### config.mk
export PLATFORM = sky130hd
export DESIGN_NAME = input_event_unit_flat
export DESIGN_NICKNAME = d
export VERILOG_FILES = /design/src/rtl/input_event_unit_if.sv /design/src/rtl/input_event_unit.sv /design/src/flat_wrapper.sv
export SDC_FILE = /design/constraint.sdc
export NUM_CORES = 1
export LEC_CHECK = 0
export ABC_CLOCK_PERIOD_IN_PS = 1500
export BUFFER_PORTS_ARGS = -buffer_cell sky130_fd_sc_hd__buf_2
export CORE_MARGIN = 4
export CORE_UTILIZATION = 45
export DETAILED_ROUTE_END_ITERATION = 6
export GPL_TIMING_DRIVEN = 0
export HOLD_SLACK_MARGIN = 0.08
export PLACE_DENSITY_LB_ADDON = 0.1
export SLEW_MARGIN = 20
export SYNTH_ARGS = -nofsm -noshare
export SYNTH_HDL_FRONTEND = slang
export SYNTH_SLANG_ARGS = --single-unit
### constraint.sdc
create_clock -name clk -period 1.5 [get_ports clk]
set_input_delay 0.225 -clock clk [delete_from_list [all_inputs] [get_ports clk]]
set_output_delay 0.225 -clock clk [all_outputs]
set_load 0.01 [all_outputs]
### src/rtl/input_event_unit_if.sv
// Button front-end bus: raw pins and ack in, sticky event flags and debounced levels out.
interface input_event_unit_if #(
  parameter int N_BUTTONS = 5
);
  logic [N_BUTTONS-1:0]   buttons_in;
  logic                   ack;
  logic [2*N_BUTTONS-1:0] control_state;
  logic [N_BUTTONS-1:0]   held;
  logic                   event_pending;

  modport master (
    output buttons_in,
    output ack,
    input  control_state,
    input  held,
    input  event_pending
  );

  modport slave (
    input  buttons_in,
    input  ack,
    output control_state,
    output held,
    output event_pending
  );
endinterface

### src/rtl/input_event_unit.sv
// Synchronise, debounce and edge-detect N buttons into sticky press/release flags (flag 3+D edges after pin change).
// No backpressure: events merge into pending flags until ack; a set in the same cycle as ack survives.
module input_event_unit #(
  parameter int N_BUTTONS       = 5,
  parameter int DEBOUNCE_CYCLES = 4,
  parameter int REPEAT_DELAY    = 0,
  parameter int REPEAT_PERIOD   = 8
) (
  input logic               clk,
  input logic               reset,
  input_event_unit_if.slave bus
);
  localparam int CW   = $clog2(DEBOUNCE_CYCLES + 1);
  localparam int RMAX = (REPEAT_DELAY > REPEAT_PERIOD) ? REPEAT_DELAY : REPEAT_PERIOD;
  localparam int RW   = $clog2(RMAX + 1);

  typedef enum logic [1:0] {R_IDLE, R_DELAY, R_REPEAT} rep_state_e;

  logic [N_BUTTONS-1:0]   s1, s2;
  logic [N_BUTTONS-1:0]   held, held_q;
  logic [N_BUTTONS-1:0]   rise, fall, rep;
  logic [2*N_BUTTONS-1:0] control_state;

  always_ff @(posedge clk) begin
    if (reset) begin
      s1     <= '0;
      s2     <= '0;
      held_q <= '0;
    end else begin
      s1     <= bus.buttons_in;
      s2     <= s1;
      held_q <= held;
    end
  end

  assign rise = held & ~held_q;
  assign fall = ~held & held_q;

  for (genvar i = 0; i < N_BUTTONS; i++) begin : g_chan
    logic [CW-1:0] cnt;
    logic          held_r;

    // Flip only after D consecutive cycles of disagreement with the current level.
    always_ff @(posedge clk) begin
      if (reset) begin
        cnt    <= '0;
        held_r <= 1'b0;
      end else if (s2[i] == held_r) begin
        cnt    <= '0;
      end else if (cnt == CW'(DEBOUNCE_CYCLES - 1)) begin
        held_r <= s2[i];
        cnt    <= '0;
      end else begin
        cnt    <= cnt + CW'(1);
      end
    end

    assign held[i] = held_r;

    if (REPEAT_DELAY > 0) begin : g_rep
      rep_state_e    state, state_n;
      logic [RW-1:0] rcnt, rcnt_n;
      logic          rep_c;

      always_ff @(posedge clk) begin
        if (reset) begin
          state <= R_IDLE;
          rcnt  <= '0;
        end else begin
          state <= state_n;
          rcnt  <= rcnt_n;
        end
      end

      // Release forces IDLE from any state, so no repeat fires once the level drops.
      always_comb begin
        state_n = state;
        rcnt_n  = rcnt;
        rep_c   = 1'b0;
        if (!held[i]) begin
          state_n = R_IDLE;
          rcnt_n  = '0;
        end else begin
          case (state)
            R_IDLE: begin
              if (rise[i]) begin
                state_n = R_DELAY;
                rcnt_n  = '0;
              end
            end
            R_DELAY: begin
              if (rcnt == RW'(REPEAT_DELAY - 1)) begin
                rep_c   = 1'b1;
                rcnt_n  = '0;
                state_n = R_REPEAT;
              end else begin
                rcnt_n  = rcnt + RW'(1);
              end
            end
            R_REPEAT: begin
              if (rcnt == RW'(REPEAT_PERIOD - 1)) begin
                rep_c  = 1'b1;
                rcnt_n = '0;
              end else begin
                rcnt_n = rcnt + RW'(1);
              end
            end
            default: begin
              state_n = R_IDLE;
              rcnt_n  = '0;
            end
          endcase
        end
      end

      assign rep[i] = rep_c;
    end else begin : g_norep
      assign rep[i] = 1'b0;
    end
  end

  // Set has priority over ack so an event landing on the ack edge is not lost.
  always_ff @(posedge clk) begin
    if (reset) begin
      control_state <= '0;
    end else begin
      control_state <= (control_state & ~{2*N_BUTTONS{bus.ack}}) | {rise | rep, fall};
    end
  end

  assign bus.control_state = control_state;
  assign bus.held          = held;
  assign bus.event_pending = |control_state;
endmodule

### src/flat_wrapper.sv
// flat-port wrapper written by rule: the top's interface ports become plain ports
module input_event_unit_flat 
#(
  parameter int N_BUTTONS       = 5,
  parameter int DEBOUNCE_CYCLES = 4,
  parameter int REPEAT_DELAY    = 0,
  parameter int REPEAT_PERIOD   = 8
)
  (clk, reset, bus_buttons_in, bus_ack, bus_control_state, bus_held, bus_event_pending);
  input_event_unit_if #(.N_BUTTONS(N_BUTTONS)) bus_i ();
  input logic clk;
  input logic reset;
  input wire logic [$bits(bus_i.buttons_in)-1:0] bus_buttons_in;
  input wire logic [$bits(bus_i.ack)-1:0] bus_ack;
  output wire logic [$bits(bus_i.control_state)-1:0] bus_control_state;
  output wire logic [$bits(bus_i.held)-1:0] bus_held;
  output wire logic [$bits(bus_i.event_pending)-1:0] bus_event_pending;
  assign bus_i.buttons_in = bus_buttons_in;
  assign bus_i.ack = bus_ack;
  assign bus_control_state = bus_i.control_state;
  assign bus_held = bus_i.held;
  assign bus_event_pending = bus_i.event_pending;
  input_event_unit #(.N_BUTTONS(N_BUTTONS), .DEBOUNCE_CYCLES(DEBOUNCE_CYCLES), .REPEAT_DELAY(REPEAT_DELAY), .REPEAT_PERIOD(REPEAT_PERIOD)) u_core (.clk(clk), .reset(reset), .bus(bus_i));
endmodule
==> results.md, run 1 <==
- Clock Skews: 4.46 ps
- Ant. Diodes: 0
- Share of the clock period used by the worst path: just over 90%
- Setup tns final: 0 ps
- Layout cells sized above 1: about a quarter
- HP Class: input port to flop
- Critical path fanouts, max: 3
- Core ar.: 3470 µm²
- Cell count after synthesis: 149
- Leakage: between 0.7 and 0.8 nW
- Initial antenna violation count: 0
- Commonest cells after routing, fill and taps aside: dfxtp_1 (45), buf_2 (24), nand2b_1 (18), nor2b_1 (15)
- Worst hold start: reset
- Vias in the first global route: 1057
- CTS clk-pin slew, worst paths: 70 ps
- Sequential element share of the synthesized area: 53.6%
- Final net count: 196
- Layout fillers: 319
- Critical path's top delay family: simple AND/OR/NAND/NOR gates
- Root Driver: clkbuf_8
- Post-route cell area: a little under 2000 µm²
- Largest net degree at the start of global routing: 13
- Synthesized cell area: 1680 µm²
- VDD IR max: 716 µV
- Syn_nets: 167
- Outcome: finished, final reports clean
- H-tree levels: 2
- Worst reg-to-reg setup slack: between 300 and 400 ps
- Vias: 1070
- Worst R2R End: u_core.g_chan[2].cnt[1]
- CTS tree: yes
- Power Density: 1040 nW/µm²
- R2r worst-path depth: 3
- CP Cell Sequence: nor4_2 > nand3_1 > buf_2
- Num CTS Buffers: 5
- Cell Rows: 21
- HPWL Detailed: 2080 µm
- 1st-iter DRT viols: 10
- Max Clk Rate: 0.714 GHz
- Worst slew pin tran: between 300 and 400 ps
- Final hold vios: 0
- Gr ovfl total: 0
- Avg Cell Area, Syn: 11.3 µm²
- RSZ-0062 raised after global routing: false
- Area Overhead vs Synth: 15.5%
- I/O Pins: 24
- Critical path type: flop to output pin
- DP Area: about 1800 µm²
- CP max stage delay: 350 ps
- Total GRT Usage: 12.2%
- Die width: 69.1 µm
- Hold-fix buffer count after cts: 0
- Post-route DRC: 0
- Worst slew margin: about three quarters
- Initial core utilization: 48.5%
- Critical Path AT: between 1000 and 1500 ps
- Hold depth: 2
- Tmin final: 1400 ps
- Clock sinks: 45
- Gates resized, CTS repair: 0
- Worst Hold End: u_core.s1[4]
- Max clock buf depth: 2
- Routed Wire Length: 2820 µm
- First-pass GRT wire length: 4730 µm
- Setup crit end kind: output pin
- CP Launch Type: flop
- FF+latch count, synth: 45
- Worst path bufs/invs: 1
- Yosys top cell by area: dfxtp_1
- Final setup violation count: 0
- Post-synth top area share: 53.6%
- Die area: 4780 µm²
- Unique cell type count in the Yosys netlist: 17
- GP Congestion: 0.671
- Synth area leaders: dfxtp_1 (54%), ha_1 (7.4%), nand2b_1 (6.7%)
- IO Port Bufs: 22
- Slew Limit Fails: 0
- Max Cap Violations: 0
- ANT nets after route: 0
- Yosys warnings: 0
- Fin Hold WS: about 140 ps
- Via density: approximately 4.8
- DR WL/cell: 12.6 µm
- # Post-CTS Setup Buffers: 0
- Die height: 69.1 µm
- Worst reg2reg startpoint: u_core.g_chan[2].cnt[0]
- TritonRoute pass-1 iters: 4
- Commonest non-fill, non-tap cell in the layout: dfxtp_1
- Slowest CP cell: dfxtp_1
- WP data required: 1270 ps
- Worst-Skew Late Latency: 280 ps
metrics by stage:
stage / instances / util (%) / total power (W) / setup slack (ps)
3_5_place_dp: 217 / 53.3 / 0.00132 / 331
4_1_cts: 224 / 55.8 / 0.00203 / 82.0
2_1_floorplan: 149 / - / 0.00129 / 418
5_1_grt: 224 / 56.0 / 0.00209 / 25.2
3_3_place_gp: 217 / 53.3 / 0.00132 / 395
6_report: 224 / 56.0 / 0.00201 / 99.1
worst max path at each step:
stage                                      from                       to  slack [ps]  cells after the start
floorplan               u_core.g_chan[2].cnt[0]  u_core.g_chan[2].cnt[2]         420                      3
global placement        u_core.g_chan[3].cnt[0]  u_core.g_chan[3].cnt[2]         390                      3
detailed placement      u_core.g_chan[2].cnt[0]  u_core.g_chan[2].cnt[1]         330                      3
CTS                 u_core.bus.control_state[8]        bus_event_pending          80                      3
global route        u_core.bus.control_state[8]        bus_event_pending          30                      3
finish              u_core.bus.control_state[8]        bus_event_pending         100                      3
cells by family (layout without fill, tap and decap cells):
| group | after synthesis | after routing | synth area share (%) |
|---|---|---|---|
| flip-flops | 45 | 45 | 53.6 |
| XOR/XNOR | 5 | 5 | 2.60 |
| AO/OA/AOI/OAI | 10 | 10 | 2.98 |
| multiplexers | 5 | 5 | 2.98 |
| AND/OR/NAND/NOR | 59 | 59 | 24.5 |
| buffers and inverters | 15 | 44 | 5.95 |
| adder cells (fa/ha/maj) | 10 | 10 | 7.44 |
worst reg2reg max path: cells and delay by family, from the launching register on:
kind                       cells  cell delay, ps
and+or+nand+nor                1             290
adders and majority gates      2             470
DFF                            1             330
routing by layer:
metal / part of all wire [%] / vias up / global-route usage [%]
met2: 48 / 16 / 20.8
li1: - / 556 / -
met1: 47 / 494 / 14.6
met3: 3.2 / 4 / 3.49
met4: 1.3 / 0 / 4.56
met5: 0 / - / 0
synthesized netlist by cell type:
cell type  instances
nor4_1            10
xnor2_1            5
dfxtp_1           45
nor2_1             6
or2b_1             2
inv_1              5
buf_2              2
nand3_1            1
buf_6              3
nor4b_2            5
buf_4              5
ha_1              10
a21oi_1           10
mux2i_1            5
nor4_2             2
nor2b_1           15
nand2b_1          18
final cells by class:
cell class	instances	area, µm²	area share [%]
inverters	5	18.8	0.966
plain buffers	10	81.3	4.19
well taps	46	57.6	2.96
clock buffers	7	86.3	4.45
multi-input cells	89	687	35.4
flip-flops and latches	45	901	46.4
repair buffers	22	110	5.67
flip-flops by register name (all words and copies together), names as in the netlist:
register                  count
u_core.bus.control_state     10
u_core.g_chan.cnt            15
u_core.g_chan.held_r          5
u_core.held_q                 5
u_core.s1                     5
u_core.s2                     5
power by group:
group	switching, W	total [W]	internal, W
logic	0.0000382	0.0000717	0.0000335
clock network	0.000357	0.000722	0.000365
registers	0.00000667	0.00122	0.00121
total	0.000402	0.00201	0.00161
Power figures use the tool's default switching activity.
==> run 2, diff against run 1 <==
--- a/config.mk
+++ b/config.mk
@@ -13,7 +13,9 @@
 export GPL_TIMING_DRIVEN = 0
 export HOLD_SLACK_MARGIN = 0.08
 export PLACE_DENSITY_LB_ADDON = 0.1
+export SETUP_SLACK_MARGIN = 0.2
 export SLEW_MARGIN = 20
 export SYNTH_ARGS = -nofsm -noshare
 export SYNTH_HDL_FRONTEND = slang
 export SYNTH_SLANG_ARGS = --single-unit
+export TNS_END_PERCENT = 100
==> run 2 against run 1 <==
Against the previous run:
- clock power barely moved
- die area did not move
- register-to-register slack barely moved
- global-route usage barely moved
- cell count rose by 0.45%
- clock-buffer cell count did not move
- wire length fell by 0.14%
- maximum frequency rose by 3.0%
- critical path depth did not move
- non-clock buffer count rose by 1
==> results.md, run 2 (synthesis results as in run 1) <==
- M2 GR Usage: 20.7% (-0.11 points)
- Post-route DRC: 0 (unchanged)
- Slew Limit Fails: 0 (unchanged)
- I/O Pins: 24 (unchanged)
- Critical path fanouts, max: 2 (-1)
- Met1 Track Usage GR: 14.8% (+0.18 points)
- Leakage: 0.787 nW (+1.8%)
- Die height: 69.1 µm (unchanged)
- Gr ovfl total: 0 (unchanged)
- HP Class: input port to flop
- Max clock buf depth: 2 (unchanged)
- Routed Wire Length: 2820 µm (-0.14%)
- Final setup violation count: 0 (unchanged)
- CP Launch Type: flop
- CTS clk-pin slew, worst paths: 80 ps (about the same)
- Initial antenna violation count: 0 (unchanged)
- RSZ-0062 raised after global routing: true
- CP Cell Sequence: nor4_4 > nand3_1 > buf_2
- Worst-Skew Late Latency: 280 ps (about the same)
- Area Overhead vs Synth: 17.0%
- Setup crit end kind: output pin
- Root Driver: clkbuf_8
- Worst slew pin tran: 348 ps (-0.000119 ps)
- Final hold vios: 0 (unchanged)
- Largest register by flop count: u_core.g_chan.cnt
- Max reg flops: 15 (unchanged)
- Num CTS Buffers: 5 (unchanged)
- Layout cells sized above 1: 27.9% (+2.1 points)
- Power Density: 1020 nW/µm² (-1.3%)
- Outcome: finished, final reports clean
- WP data required: 1270 ps (about the same)
- Grt met3 use: 3.49% (unchanged)
- Total GRT Usage: 12.3% (+0.030 points)
- DR WL/cell: 12.5 µm (-0.59%)
- Hold-fix buffer count after cts: 0 (unchanged)
- Sw Share: 20.0% (-0.037 points)
- Final net count: 197 (+0.51%)
- Core ar.: 3470 µm² (unchanged)
- VDD IR max: 714 µV (-0.28%)
- Worst path bufs/invs: 1 (unchanged)
- Critical Path AT: 1140 ps (-40 ps)
- Clock sinks: 45 (unchanged)
- Gr busiest metal: met2
- Power share of the combinational group: 3.6% (about the same)
- HPWL Detailed: 2080 µm (unchanged)
- CP max stage delay: 340 ps (about the same)
- Sequential power share: 60.5% (about the same)
- Post-Route Utilization: 56.7% (+0.72 points)
- Largest regs: u_core.g_chan.cnt (15), u_core.bus.control_state (10)
- Max Cap Violations: 0 (unchanged)
- Critical path type: flop to output pin
- Initial core utilization: 48.5% (unchanged)
- Clk pwr share: 35.9% (about the same)
- Slowest CP cell: dfxtp_2
- ANT nets after route: 0 (unchanged)
- Setup tns final: 0 ps (unchanged)
- Via density: 4.76 (-0.44%)
- GP Congestion: 0.671 (unchanged)
- Commonest cells after routing, fill and taps aside: dfxtp_1 (43), buf_2 (24), nand2b_1 (18), nor2b_1 (15)
- Sw power: 0.000401 W (-0.23%)
- Die area: 4780 µm² (unchanged)
- Cell Rows: 21 (unchanged)
- First-pass GRT wire length: 4730 µm (unchanged)
- Pwr Total: 0.00201 W (about the same)
- Die width: 69.1 µm (unchanged)
- 1st-iter DRT viols: 13 (+3)
- Vias: 1070 (unchanged)
- H-tree levels: 2 (unchanged)
- Critical path's top delay family: simple AND/OR/NAND/NOR gates
- Share of the clock period used by the worst path: 90.7% (-2.7 points)
- Commonest non-fill, non-tap cell in the layout: dfxtp_1
- Largest net degree at the start of global routing: 13 (unchanged)
- Worst slew margin: 76.6% (unchanged)
- Ant. Diodes: 0 (unchanged)
- Internal power: 0.00161 W (about the same)
- CTS tree: yes
- TritonRoute pass-1 iters: 4 (unchanged)
- Tmin final: 1360 ps (-40.7 ps)
- Max Clk Rate: 0.735 GHz (+3.0%)
- Clock Skews: 4.09 ps (-0.369 ps)
- IO Port Bufs: 22 (unchanged)
- Vias in the first global route: 1059 (+0.19%)
## run 2: changes by cell type in the layout (fill, tap and decap cells not counted)
cell | previous run | this run
dfxtp_1 | 45 | 43
dfxtp_2 | 0 | 2
buf_4 | 5 | 6
nor4_1 | 9 | 8
nor4_4 | 0 | 1
## run 2: layout make-up
cell class	instances	area [µm²]
inverter	5	18.8
buffer	10	81.3
tap	46	57.6
clock buffer	7	86.3
fill	316	1500
timing repair buffer	23	118
multi-input combinational	89	702
sequential	45	903
## run 2: path summary, 6_finish.rpt
| kind | startpoint | to | slack [ps] | depth (start not counted) |
|---|---|---|---|---|
| setup / recovery | u_core.bus.control_state[5] | bus_event_pending | 140 | 3 |
| hold / removal | reset | u_core.s1[4] | 140 | 2 |
| setup reg to reg | u_core.g_chan[2].cnt[0] | u_core.g_chan[2].cnt[1] | 330 | 3 |
| hold reg to reg | u_core.g_chan[1].cnt[0] | u_core.g_chan[1].cnt[0] | 440 | 1 |
## run 2: routing by layer
layer	vias up	wire, µm
met4	0	36
met1	493	1320
met3	4	90
met2	16	1370
li1	557	-
met5	-	0
## run 2: repair_timing
| item | in CTS | in global routing |
|---|---|---|
| buffers inserted | 1 | 0 |
| pin swaps | 3 | 2 |
| resized for setup | 2 | 3 |
| endpoints found under the setup margin | 1 | 1 |
| cloned | 0 | 0 |
## run 2: power groups by stage
stage                     Clock [W]  Sequential [W]  Combinational (W)
after CTS                  0.000738         0.00122          0.0000733
after global routing       0.000796         0.00122          0.0000799
after detailed placement          0         0.00125          0.0000732
after floorplan                   0         0.00124          0.0000501
final                      0.000722         0.00122          0.0000716
after global placement            0         0.00124          0.0000716
## run 2: per-stage QoR
stage | setup WS (ps) | hold slack [ps] | cells | area, µm²
after detailed placement | 331 | 426 | 217 | 1850
after global routing | 83.1 | 135 | 225 | 1970
after CTS | 119 | 137 | 225 | 1950
after global placement | 395 | 415 | 217 | 1850
final | 140 | 140 | 225 | 1970
after floorplan | 418 | 353 | 149 | 1680
==> run 3, diff against run 2 <==
--- a/config.mk
+++ b/config.mk
@@ -5,14 +5,15 @@
 export SDC_FILE = /design/constraint.sdc
 export NUM_CORES = 1
 export LEC_CHECK = 0
-export ABC_CLOCK_PERIOD_IN_PS = 1500
+export ABC_CLOCK_PERIOD_IN_PS = 1700
 export BUFFER_PORTS_ARGS = -buffer_cell sky130_fd_sc_hd__buf_2
 export CORE_MARGIN = 4
-export CORE_UTILIZATION = 45
+export CORE_UTILIZATION = 24
 export DETAILED_ROUTE_END_ITERATION = 6
 export GPL_TIMING_DRIVEN = 0
 export HOLD_SLACK_MARGIN = 0.08
 export PLACE_DENSITY_LB_ADDON = 0.1
+export RECOVER_POWER = 25
 export SETUP_SLACK_MARGIN = 0.2
 export SLEW_MARGIN = 20
 export SYNTH_ARGS = -nofsm -noshare
==> constraint.sdc (replaced) <==
create_clock -name clk -period 1.7 [get_ports clk]
set_input_delay 0.255 -clock clk [delete_from_list [all_inputs] [get_ports clk]]
set_output_delay 0.255 -clock clk [all_outputs]
set_load 0.01 [all_outputs]
==> run 3 against run 2 <==
Against the previous run:
- setup slack better by 140 ps
- clock power down 12%
- die area up 76%
- sequential power down 12%
- first-iteration DRC count up 100%
- wire length up 12%
- hold slack better by 29 ps
- sequential share of layout area down 0.50 points
- largest power group unchanged
- non-clock buffer count down 1
- cell count up 22%
==> results.md, run 3 (synthesis results as in run 1) <==
- Outcome: finished, final reports clean
- Total GRT Usage: 8.30% (-4.0 points)
- Worst Setup Slack, final: 282 ps (+142 ps)
- # Post-CTS Setup Buffers: 0 (-1)
- DR WL/cell: 11.5 µm (-8.1%)
- Gr ovfl total: 0 (unchanged)
- Max Cap Violations: 0 (unchanged)
- VDD IR max: 367 µV (-49%)
- Clock Skews: 3.34 ps (-0.748 ps)
- Setup tns final: 0 ps (unchanged)
- Non-filler instance count after layout: 275 (+22%)
- Final setup violation count: 0 (unchanged)
- Final net count: 196 (-0.51%)
- Layout fillers: 742 (+130%)
- Via density: 3.93 (-17%)
- CTS tree: yes
- Commonest non-fill, non-tap cell in the layout: dfxtp_1
- Leakage: 0.759 nW (-3.5%)
- Max Clk Rate: 0.705 GHz
- Cell Rows: 30 (+43%)
- Setup crit end kind: output pin
- Sw Share: 21.5% (+1.6 points)
- Fin Hold WS: 169 ps (+29.5 ps)
- Area Overhead vs Synth: 17.9%
- CP Cell Sequence: nor4_1 > nand3_1 > buf_2
- First-pass GRT wire length: 5360 µm (+13%)
- Largest regs: u_core.g_chan.cnt (15), u_core.bus.control_state (10)
- Num CTS Buffers: 5 (unchanged)
- Critical path fanouts, max: 3 (+1)
- Clock sinks: 45 (unchanged)
- Initial core utilization: 24.8% (-24 points)
- Gates resized, CTS repair: 0 (-2)
- Die area: 8410 µm² (+76%)
- Die height: 91.7 µm (+33%)
- Sw power: 0.000381 W (-5.0%)
- Internal power: 0.00139 W (-14%)
- Root Driver: clkbuf_8
- H-tree levels: 2 (unchanged)
- Worst slew margin: 61.9% (-15 points)
- Sequential power share: 60.7% (+0.2 points)
- Commonest cells after routing, fill and taps aside: dfxtp_1 (45), buf_2 (23), nand2b_1 (18), nor2b_1 (15)
- Critical path type: flop to output pin
- CP Launch Type: flop
- Dpl cells: 267 (+23%)
- Max clock buf depth: 2 (unchanged)
- Largest net degree at the start of global routing: 13 (unchanged)
- Layout cells sized above 1: 23.5% (-4.5 points)
- TritonRoute pass-1 iters: 4 (unchanged)
- Slowest CP cell: dfxtp_1
- Worst slew pin tran: 572 ps (+224 ps)
- Vias in the first global route: 1123 (+6.0%)
- Core ar.: 6790 µm² (+96%)
- Power share of the combinational group: 3.5% (about the same)
- Max reg flops: 15 (unchanged)
- RSZ-0062 raised after global routing: false
- Vias: 1082 (+1.1%)
- WP data required: 1440 ps (+170 ps)
- Post-placement worst setup slack: 516 ps (+186 ps)
- Tmin final: ~1400 ps
- Ant. Diodes: 0 (unchanged)
- Clk pwr share: 35.7% (-0.2 points)
- Critical Path AT: 1160 ps (+20 ps)
- Routed Wire Length: 3170 µm (+12%)
- GP Congestion: 0.665 (-0.88%)
- HP Class: input port to flop
- 1st-iter DRT viols: 26 (+13)
- Largest register by flop count: u_core.g_chan.cnt
- Worst-Skew Late Latency: 290 ps (about the same)
- Power Density: 891 nW/µm² (-13%)
- Initial antenna violation count: 0 (unchanged)
- Die width: 91.7 µm (+33%)
- Post-route DRC: 0 (unchanged)
- Post-route cell area: 1980 µm² (+0.83%)
- IO Port Bufs: 22 (unchanged)
- I/O Pins: 24 (unchanged)
- Worst reg-to-reg setup slack: 510 ps (+180 ps)
- CP max stage delay: 330 ps (about the same)
- DP Area: 1910 µm² (+3.4%)
- Share of the clock period used by the worst path: between 80 and 90%
- Hold-fix buffer count after cts: 0 (unchanged)
- Final hold vios: 0 (unchanged)
- ANT nets after route: 0 (unchanged)
- Slew Limit Fails: 0 (unchanged)
- HPWL Detailed: 2240 µm (+7.6%)
- CTS clk-pin slew, worst paths: 80 ps (about the same)
run 3: power groups by stage:
stage | Clock, W | Sequential (W) | Combinational (W)
global placement | 0 | 0.00110 | 0.0000662
global route | 0.000708 | 0.00108 | 0.0000704
detailed placement | 0 | 0.00110 | 0.0000673
finish | 0.000632 | 0.00107 | 0.0000625
CTS | 0.000665 | 0.00107 | 0.0000672
floorplan | 0 | 0.00110 | 0.0000442
run 3: final cells by class:
type | count | area, µm² | area share (%)
clock buffers | 8 | 80.1 | 4.04
well taps | 96 | 120 | 6.06
inverters | 5 | 18.8 | 0.946
plain buffers | 10 | 72.6 | 3.66
flip-flops and latches | 45 | 901 | 45.4
repair buffers | 22 | 110 | 5.55
multi-input cells | 89 | 681 | 34.3
run 3: worst paths after layout:
| path | from | end | cells past startpoint |
|---|---|---|---|
| setup / recovery | u_core.bus.control_state[4] | bus_event_pending | 3 |
| hold / removal | bus_buttons_in[0] | u_core.s1[0] | 2 |
| setup reg to reg | u_core.g_chan[3].cnt[0] | u_core.g_chan[3].cnt[2] | 3 |
| hold reg to reg | u_core.g_chan[4].cnt[0] | u_core.g_chan[4].cnt[0] | 1 |
run 3: critical path: cells and delay by family (launching register included):
kind / cells / cell delay [ps]
and+or+nand+nor: 2 / 390
buffers and inverters: 1 / 150
DFF: 1 / 330
run 3: metal layers:
layer | part of all wire [%] | GRT usage [%] | routed length (µm) | vias up
li1 | - | - | - | 555
met1 | 46 | 9.64 | 1460 | 506
met2 | 48 | 13.7 | 1520 | 14
met3 | 3.4 | 2.71 | 107 | 7
met4 | 2.2 | 4.08 | 70 | 0
met5 | 0 | 0 | 0 | -
run 3: metrics by stage:
stage	total power [W]	util, %
global route	0.00186	29.2
finish	0.00177	29.2
floorplan	0.00114	-
CTS	0.00181	29.3
detailed placement	0.00117	28.1
global placement	0.00116	28.1
